--- config.mk ---
export PLATFORM = sky130hd
export DESIGN_NAME = ren_map
export DESIGN_NICKNAME = d
export VERILOG_FILES = /design/src/rtl/ren_map_pkg.sv /design/src/rtl/ren_freelist.sv /design/src/rtl/ren_map.sv
export SDC_FILE = /design/constraint.sdc
export NUM_CORES = 1
export LEC_CHECK = 0
export ABC_AREA = 0
export BUFFER_PORTS_ARGS = -buffer_cell sky130_fd_sc_hd__clkbuf_2
export CORE_UTILIZATION = 47
export CTS_BUF_LIST = sky130_fd_sc_hd__clkbuf_2 sky130_fd_sc_hd__clkbuf_4 sky130_fd_sc_hd__clkbuf_8
export DETAILED_ROUTE_END_ITERATION = 10
export PLACE_DENSITY_LB_ADDON = 0.12
export SYNTH_ARGS = -nofsm -noshare
export SYNTH_HDL_FRONTEND = slang
export SYNTH_HIERARCHICAL = 1
export SYNTH_SLANG_ARGS = --single-unit
--- constraint.sdc ---
create_clock -name CLK -period 6.1 [get_ports CLK]
set_input_delay 0.915 -clock CLK [delete_from_list [all_inputs] [get_ports CLK]]
set_output_delay 0.915 -clock CLK [all_outputs]
set_load 0.03 [all_outputs]
--- src/rtl/ren_map_pkg.sv ---
// Shared constants and types for the register renamer: register counts,
// specifier widths and the layout of the 26-bit push-data word.
package ren_map_pkg;

    localparam int ARCH_REGS = 32;
    localparam int PHYS_REGS = 64;

    localparam int AREG_W = 5;
    localparam int PREG_W = 6;
    localparam int PTR_W  = 5;
    localparam int CNT_W  = 6;
    localparam int PUSH_W = 26;

    // Bit offsets of each field inside the push-data word.
    localparam int SRC1_LSB      = 0;
    localparam int SRC2_LSB      = 6;
    localparam int DEST_LSB      = 12;
    localparam int OLD_DEST_LSB  = 18;
    localparam int NEED_DEST_BIT = 24;
    localparam int IS_MEM_BIT    = 25;

    typedef logic [PREG_W-1:0] preg_t;

    typedef struct packed {
        logic  is_mem;
        logic  need_dest;
        preg_t old_dest;
        preg_t dest;
        preg_t src2;
        preg_t src1;
    } push_data_t;

endpackage

--- src/rtl/ren_freelist.sv ---
// Circular FIFO of free physical registers; a push into a full list with no
// concurrent pop is dropped and raises a sticky overflow flag.
module ren_freelist #(
    parameter int ARCH_REGS = ren_map_pkg::ARCH_REGS,
    parameter int PHYS_REGS = ren_map_pkg::PHYS_REGS
) (
    input  logic                         CLK,
    input  logic                         RESET,
    input  logic                         push_i,
    input  ren_map_pkg::preg_t           push_reg_i,
    input  logic                         pop_i,
    output ren_map_pkg::preg_t           head_reg_o,
    output logic [ren_map_pkg::CNT_W-1:0] count_o,
    output logic                         overflow_o
);
    import ren_map_pkg::*;

    localparam int                 DEPTH    = PHYS_REGS - ARCH_REGS;
    localparam logic [PTR_W-1:0]   LAST_PTR = PTR_W'(DEPTH - 1);
    localparam logic [CNT_W-1:0]   FULL_CNT = CNT_W'(DEPTH);

    preg_t              mem_q [DEPTH];
    preg_t              mem_d [DEPTH];
    logic [PTR_W-1:0]   head_q, head_d;
    logic [PTR_W-1:0]   tail_q, tail_d;
    logic [CNT_W-1:0]   count_q, count_d;
    logic               overflow_q, overflow_d;
    logic               do_pop, do_push;

    assign head_reg_o = mem_q[head_q];
    assign count_o    = count_q;
    assign overflow_o = overflow_q;

    // NOTE: every always_comb output gets a default first so no path infers a latch.
    always_comb begin
        mem_d      = mem_q;
        head_d     = head_q;
        tail_d     = tail_q;
        count_d    = count_q;
        overflow_d = overflow_q;

        do_pop  = pop_i && (count_q != '0);
        // A pop in the same cycle frees the slot the push needs.
        do_push = push_i && ((count_q != FULL_CNT) || do_pop);

        if (do_pop) begin
            head_d = (head_q == LAST_PTR) ? '0 : head_q + 1'b1;
        end
        if (do_push) begin
            mem_d[tail_q] = push_reg_i;
            tail_d        = (tail_q == LAST_PTR) ? '0 : tail_q + 1'b1;
        end
        if (push_i && !do_push) begin
            overflow_d = 1'b1;
        end

        if (do_push && !do_pop) begin
            count_d = count_q + 1'b1;
        end else if (do_pop && !do_push) begin
            count_d = count_q - 1'b1;
        end
    end

    // NOTE: the list storage is reset because its contents are architecturally
    // defined after reset (the initial pool of free registers).
    always_ff @(posedge CLK) begin
        if (RESET) begin
            for (int i = 0; i < DEPTH; i++) begin
                mem_q[i] <= preg_t'(ARCH_REGS + i);
            end
            head_q     <= '0;
            tail_q     <= '0;
            count_q    <= FULL_CNT;
            overflow_q <= 1'b0;
        end else begin
            mem_q      <= mem_d;
            head_q     <= head_d;
            tail_q     <= tail_d;
            count_q    <= count_d;
            overflow_q <= overflow_d;
        end
    end

endmodule

--- src/rtl/ren_map.sv ---
// Register rename stage: map table, free-list allocation and one-cycle push to IQ/LSQ.
// Optional feature macro: REN_COMMIT_BYPASS_EN (hand a committing register straight to an empty-list rename).
module ren_map #(
    parameter int ARCH_REGS = ren_map_pkg::ARCH_REGS,
    parameter int PHYS_REGS = ren_map_pkg::PHYS_REGS
) (
    input  logic                           CLK,
    input  logic                           RESET,
    input  logic                           FREEZE,
    input  logic                           ID_valid_IN,
    input  logic [ren_map_pkg::AREG_W-1:0] ID_src1_IN,
    input  logic [ren_map_pkg::AREG_W-1:0] ID_src2_IN,
    input  logic [ren_map_pkg::AREG_W-1:0] ID_dest_IN,
    input  logic                           ID_needDest_IN,
    input  logic                           ID_isMem_IN,
    output logic                           ID_stall_OUT,
    input  logic                           IQ_full_IN,
    input  logic                           LSQ_full_IN,
    output logic                           IQ_pushReq_OUT,
    output logic                           LSQ_pushReq_OUT,
    output logic [ren_map_pkg::PUSH_W-1:0] REN_pushData_OUT,
    input  logic                           COM_valid_IN,
    input  logic [ren_map_pkg::PREG_W-1:0] COM_freeReg_IN,
    output logic                           REN_overflow_OUT
);
    import ren_map_pkg::*;

    preg_t              map_q [ARCH_REGS];
    preg_t              map_d [ARCH_REGS];
    push_data_t         pd_q, pd_d;
    logic               iq_push_q, iq_push_d;
    logic               lsq_push_q, lsq_push_d;

    logic               eff_need_dest;
    logic               target_full;
    logic               list_empty;
    logic               bypass_avail;
    logic               bypass_take;
    logic               no_dest_reg;
    logic               accept;
    logic               fl_push, fl_pop;
    preg_t              fl_head;
    logic [CNT_W-1:0]   fl_count;
    logic               fl_overflow;
    preg_t              new_dest;

    ren_freelist #(
        .ARCH_REGS (ARCH_REGS),
        .PHYS_REGS (PHYS_REGS)
    ) u_freelist (
        .CLK        (CLK),
        .RESET      (RESET),
        .push_i     (fl_push),
        .push_reg_i (COM_freeReg_IN),
        .pop_i      (fl_pop),
        .head_reg_o (fl_head),
        .count_o    (fl_count),
        .overflow_o (fl_overflow)
    );

    always_comb begin
        eff_need_dest = ID_needDest_IN && (ID_dest_IN != '0);
        target_full   = ID_isMem_IN ? LSQ_full_IN : IQ_full_IN;
        list_empty    = (fl_count == '0);
`ifdef REN_COMMIT_BYPASS_EN
        bypass_avail  = COM_valid_IN;
`else
        bypass_avail  = 1'b0;
`endif
        no_dest_reg   = eff_need_dest && list_empty && !bypass_avail;
        accept        = ID_valid_IN && !FREEZE && !target_full && !no_dest_reg;
        bypass_take   = accept && eff_need_dest && list_empty && bypass_avail;
        ID_stall_OUT  = ID_valid_IN && !accept;

        fl_pop   = accept && eff_need_dest && !bypass_take;
        fl_push  = COM_valid_IN && !FREEZE && !bypass_take;
        new_dest = bypass_take ? COM_freeReg_IN : fl_head;
    end

    always_comb begin
        map_d      = map_q;
        pd_d       = pd_q;
        iq_push_d  = 1'b0;
        lsq_push_d = 1'b0;

        if (accept) begin
            // Sources read map_q, so a source equal to dest sees the old mapping.
            pd_d.src1      = map_q[ID_src1_IN];
            pd_d.src2      = map_q[ID_src2_IN];
            pd_d.is_mem    = ID_isMem_IN;
            pd_d.need_dest = eff_need_dest;
            pd_d.dest      = '0;
            pd_d.old_dest  = '0;
            if (eff_need_dest) begin
                pd_d.dest             = new_dest;
                pd_d.old_dest         = map_q[ID_dest_IN];
                map_d[ID_dest_IN]     = new_dest;
            end
            iq_push_d  = !ID_isMem_IN;
            lsq_push_d = ID_isMem_IN;
        end
    end

    // NOTE: state registers use non-blocking assignments so every flop samples
    // the pre-edge values regardless of statement order.
    always_ff @(posedge CLK) begin
        if (RESET) begin
            for (int i = 0; i < ARCH_REGS; i++) begin
                map_q[i] <= preg_t'(i);
            end
            pd_q       <= '0;
            iq_push_q  <= 1'b0;
            lsq_push_q <= 1'b0;
        end else begin
            map_q      <= map_d;
            pd_q       <= pd_d;
            iq_push_q  <= iq_push_d;
            lsq_push_q <= lsq_push_d;
        end
    end

    assign IQ_pushReq_OUT   = iq_push_q;
    assign LSQ_pushReq_OUT  = lsq_push_q;
    assign REN_pushData_OUT = pd_q;
    assign REN_overflow_OUT = fl_overflow;

endmodule

==> results.cfg <==
[placement]
place_congestion = 0.8595
dp_hpwl_um = 47720
port_buffers = 59

[power_and_ir_drop]
p_leak_uw = 0.008235
p_per_area_nw_per_um2 = 284.7
ir_drop_v = 0.0002376

[drt]
routed_wl_um = 78740
vias = 20490
viasPerCell = 6.938
drt_first_pass_iters = 5
drc = 0
drt_iter0_markers = 2325
ant_nets = 0
wl_per_cell_um = 26.66

[timing]
slew_headroom = 0.1659
fin_hold_ws_ns = 0.4614
rsz0062_at_grt = false
fin_worst_skew_ns = 0.02805
worstMarginPinSlew_ns = 1.247
slew_violations = 0
final-hold-violation-count = 0
fin_crit_sh = 0.7878
fin_crit_ns = 4.805
fin_setup_tns_ns = 0
fmaxAchievable_mhz = 208.1
finalSetupViolCount = 0

[clock_network]
cts.clk_slew.worst_paths_ns = 0.06
cts_resized = 0
numCtsBuffers = 77
cts_tree = done
cts_sinks = 429
clock_latency_ns = 0.68
post_cts_buffers = 0
clock_path_buffers = 3
root_buffer = clkbuf_8
cts_hold_buf = 0
htreeDepth = 3

[synth]
yosysSeqAreaShare = 0.3736
synth_ff_type = dfxtp_1
synth_area_um2 = 22990
synth.avg_cell_area_um2 = 9.703
syn-num-nets = 2412
ys_warn_count = 6
synth_seq_cells = 429
yosysUniqueCellTypes = 74
synthArstFlopShare = 0
synth_edf_count = 0
syn_inst = 2369

[layout]
nets = 2322
syn_to_final_growth_pct = 9.112
drive_gt1_frac = 0.2058

[floorplanning]
die_x_um = 223.1
coreArea_um2 = 47950
pin_count = 60
die_y_um = 223.1
num_rows = 80
initial_core_util = 0.4794
die_area_um2 = 49790

[grt]
grt_max_degree = 186
met1_usage = 0.4083
grt_pass1_wl_um = 121700
grt_usage = 0.3160
antenna_found_initial = 1
grt_overflow = 0
grt_util_met2 = 0.5124
grt-busiest-layer = met2
met3_usage = 0.05861
grt_pass1_vias = 19780

[worst_setup_path]
worst-setup-path-type = input pin to flip-flop
worstPathRequired_ns = 6.65
worst-path-max-fanout = 19
end_kind = flip-flop
r2r_cells = 13
critPathLaunchType = input pin
crit_arrival_ns = 5.36

[run]
drv_cap = 0

[min_path]
hp-class = flip-flop to flip-flop
holdPathStages = 1

[outcome]
status = completed
[synthesized netlist by cell type (all sizes together), types with 4 or more instances]
| cell | n | area share |
|---|---|---|
| nand2 | 30 | 0.0049 |
| nor2 | 129 | 0.021 |
| a211oi | 13 | 0.0042 |
| nand4 | 58 | 0.016 |
| mux2i | 159 | 0.069 |
| dfxtp | 429 | 0.37 |
| a211o | 18 | 0.0069 |
| a31oi | 56 | 0.015 |
| a221oi | 15 | 0.0057 |
| a311oi | 24 | 0.018 |
| mux4 | 159 | 0.16 |
| o31ai | 53 | 0.018 |
| nor2b | 20 | 0.0054 |
| o21ai | 182 | 0.040 |
| nand3b | 10 | 0.0033 |
| ha | 12 | 0.0065 |
| nand3 | 143 | 0.031 |
| buf | 84 | 0.022 |
| a22oi | 47 | 0.015 |
| and3b | 4 | 0.0015 |
| nor4 | 54 | 0.015 |
| a31o | 5 | 0.0019 |
| and3 | 24 | 0.0065 |
| and2 | 8 | 0.0022 |
| o21bai | 7 | 0.0023 |
| clkbuf | 199 | 0.032 |
| inv | 10 | 0.0016 |
| o22ai | 11 | 0.0030 |
| mux2 | 4 | 0.0021 |
| nor3 | 100 | 0.022 |
| o221ai | 4 | 0.0015 |
| a21oi | 235 | 0.051 |
| nor3b | 4 | 0.0018 |
| a221o | 6 | 0.0026 |
| or3 | 4 | 0.0011 |
| or3b | 9 | 0.0034 |
[layout make-up]
class	instances	area, um^2
diodes	1	2.502
clock buffers	129	1619
clock inverters	8	100.1
fillers	4363	22870
inverters	12	45.04
multi-input cells	1645	13200
flip-flops and latches	429	8593
well taps	615	769.5
repair buffers	114	753.2
[metrics by stage]
step	instance area, um^2	util	std cells	setup slack (ns)	total power, uW
finish	25080	0.5231	2953	1.295	7139
global route	25080	0.5231	2953	0.9377	7387
detailed placement	23360	0.4872	2815	0.6945	4189
CTS	25080	0.5230	2952	1.380	7155
global placement	23360	0.4872	2815	0.7321	4170
floorplan	22990	-	2369	1.501	3855
[kinds of logic (layout without fill, tap and decap cells)]
logic type | count (synthesis) | count (layout) | share of synthesized area
AO/OA/AOI/OAI | 697 | 697 | 0.1944
XOR/XNOR | 3 | 3 | 0.001143
adder cells (fa/ha/maj) | 13 | 13 | 0.007403
buffers and inverters | 295 | 263 | 0.05596
flip-flops | 429 | 429 | 0.3736
multiplexers | 322 | 322 | 0.2272
other | 0 | 1 | 0
AND/OR/NAND/NOR | 610 | 610 | 0.1403
[sequential cells by signal, summed over array words and instances (netlist names)]
name                   flops
u_freelist/count_o         6
LSQ_pushReq_OUT            1
u_freelist/mem_q         192
REN_pushData_OUT          26
IQ_pushReq_OUT             1
u_freelist/head_q          5
u_freelist/overflow_o      1
map_q                    192
u_freelist/tail_q          5
[worst max-delay path: stages]
cell and delay [ns]:
clkbuf_2 0.20, or3_1 0.76, o31ai_2 0.43, and3b_1 0.32, nand2b_1 0.26, o31ai_2 0.52, inv_1 0.12, ha_1 0.26
inv_1 0.17, ha_1 0.28, a211oi_1 0.37, nand4bb_1 0.21, a31oi_1 0.10, or3b_2 0.44
[where the power goes]
part / internal [uW] / switching (uW) / total, uW
clock: 1720 / 1270 / 2980
combinational: 349 / 884 / 1230
sequential: 2850 / 75.7 / 2920
[metal layers]
layer | wire (um) | up-vias
li1 | - | 9006
met1 | 31440 | 10240
met2 | 37500 | 1053
met3 | 6640 | 186
met4 | 3146 | 0
met5 | 0 | -
[path summary, 6_finish.rpt]
path,from,slack [ns],endpoint
setup reg to reg,u_freelist/count_o[2],1.72,u_freelist/count_o[5]
hold / removal,u_freelist/mem_q[77],0.46,u_freelist/mem_q[77]
setup / recovery,ID_dest_IN[2],1.29,u_freelist/count_o[5]
hold reg to reg,u_freelist/mem_q[77],0.46,u_freelist/mem_q[77]
[cell usage in the layout (no fill, tap or decap), types with 12 or more instances in the layout]
master,instances
o31ai_1,50
o21ai_0,180
nand4_1,57
clkbuf_4,25
a21oi_1,232
clkbuf_2,54
a22oi_1,47
clkbuf_8,104
dfxtp_1,427
mux2i_1,159
buf_4,57
nor3_1,98
nor4_1,53
nor2b_1,19
a221oi_1,15
and3_1,24
a311oi_2,14
nand3_1,143
nor2_1,128
a31oi_1,56
nand2_1,30
ha_1,12
a211o_1,18
mux4_2,159
Power figures use the tool's default switching activity.
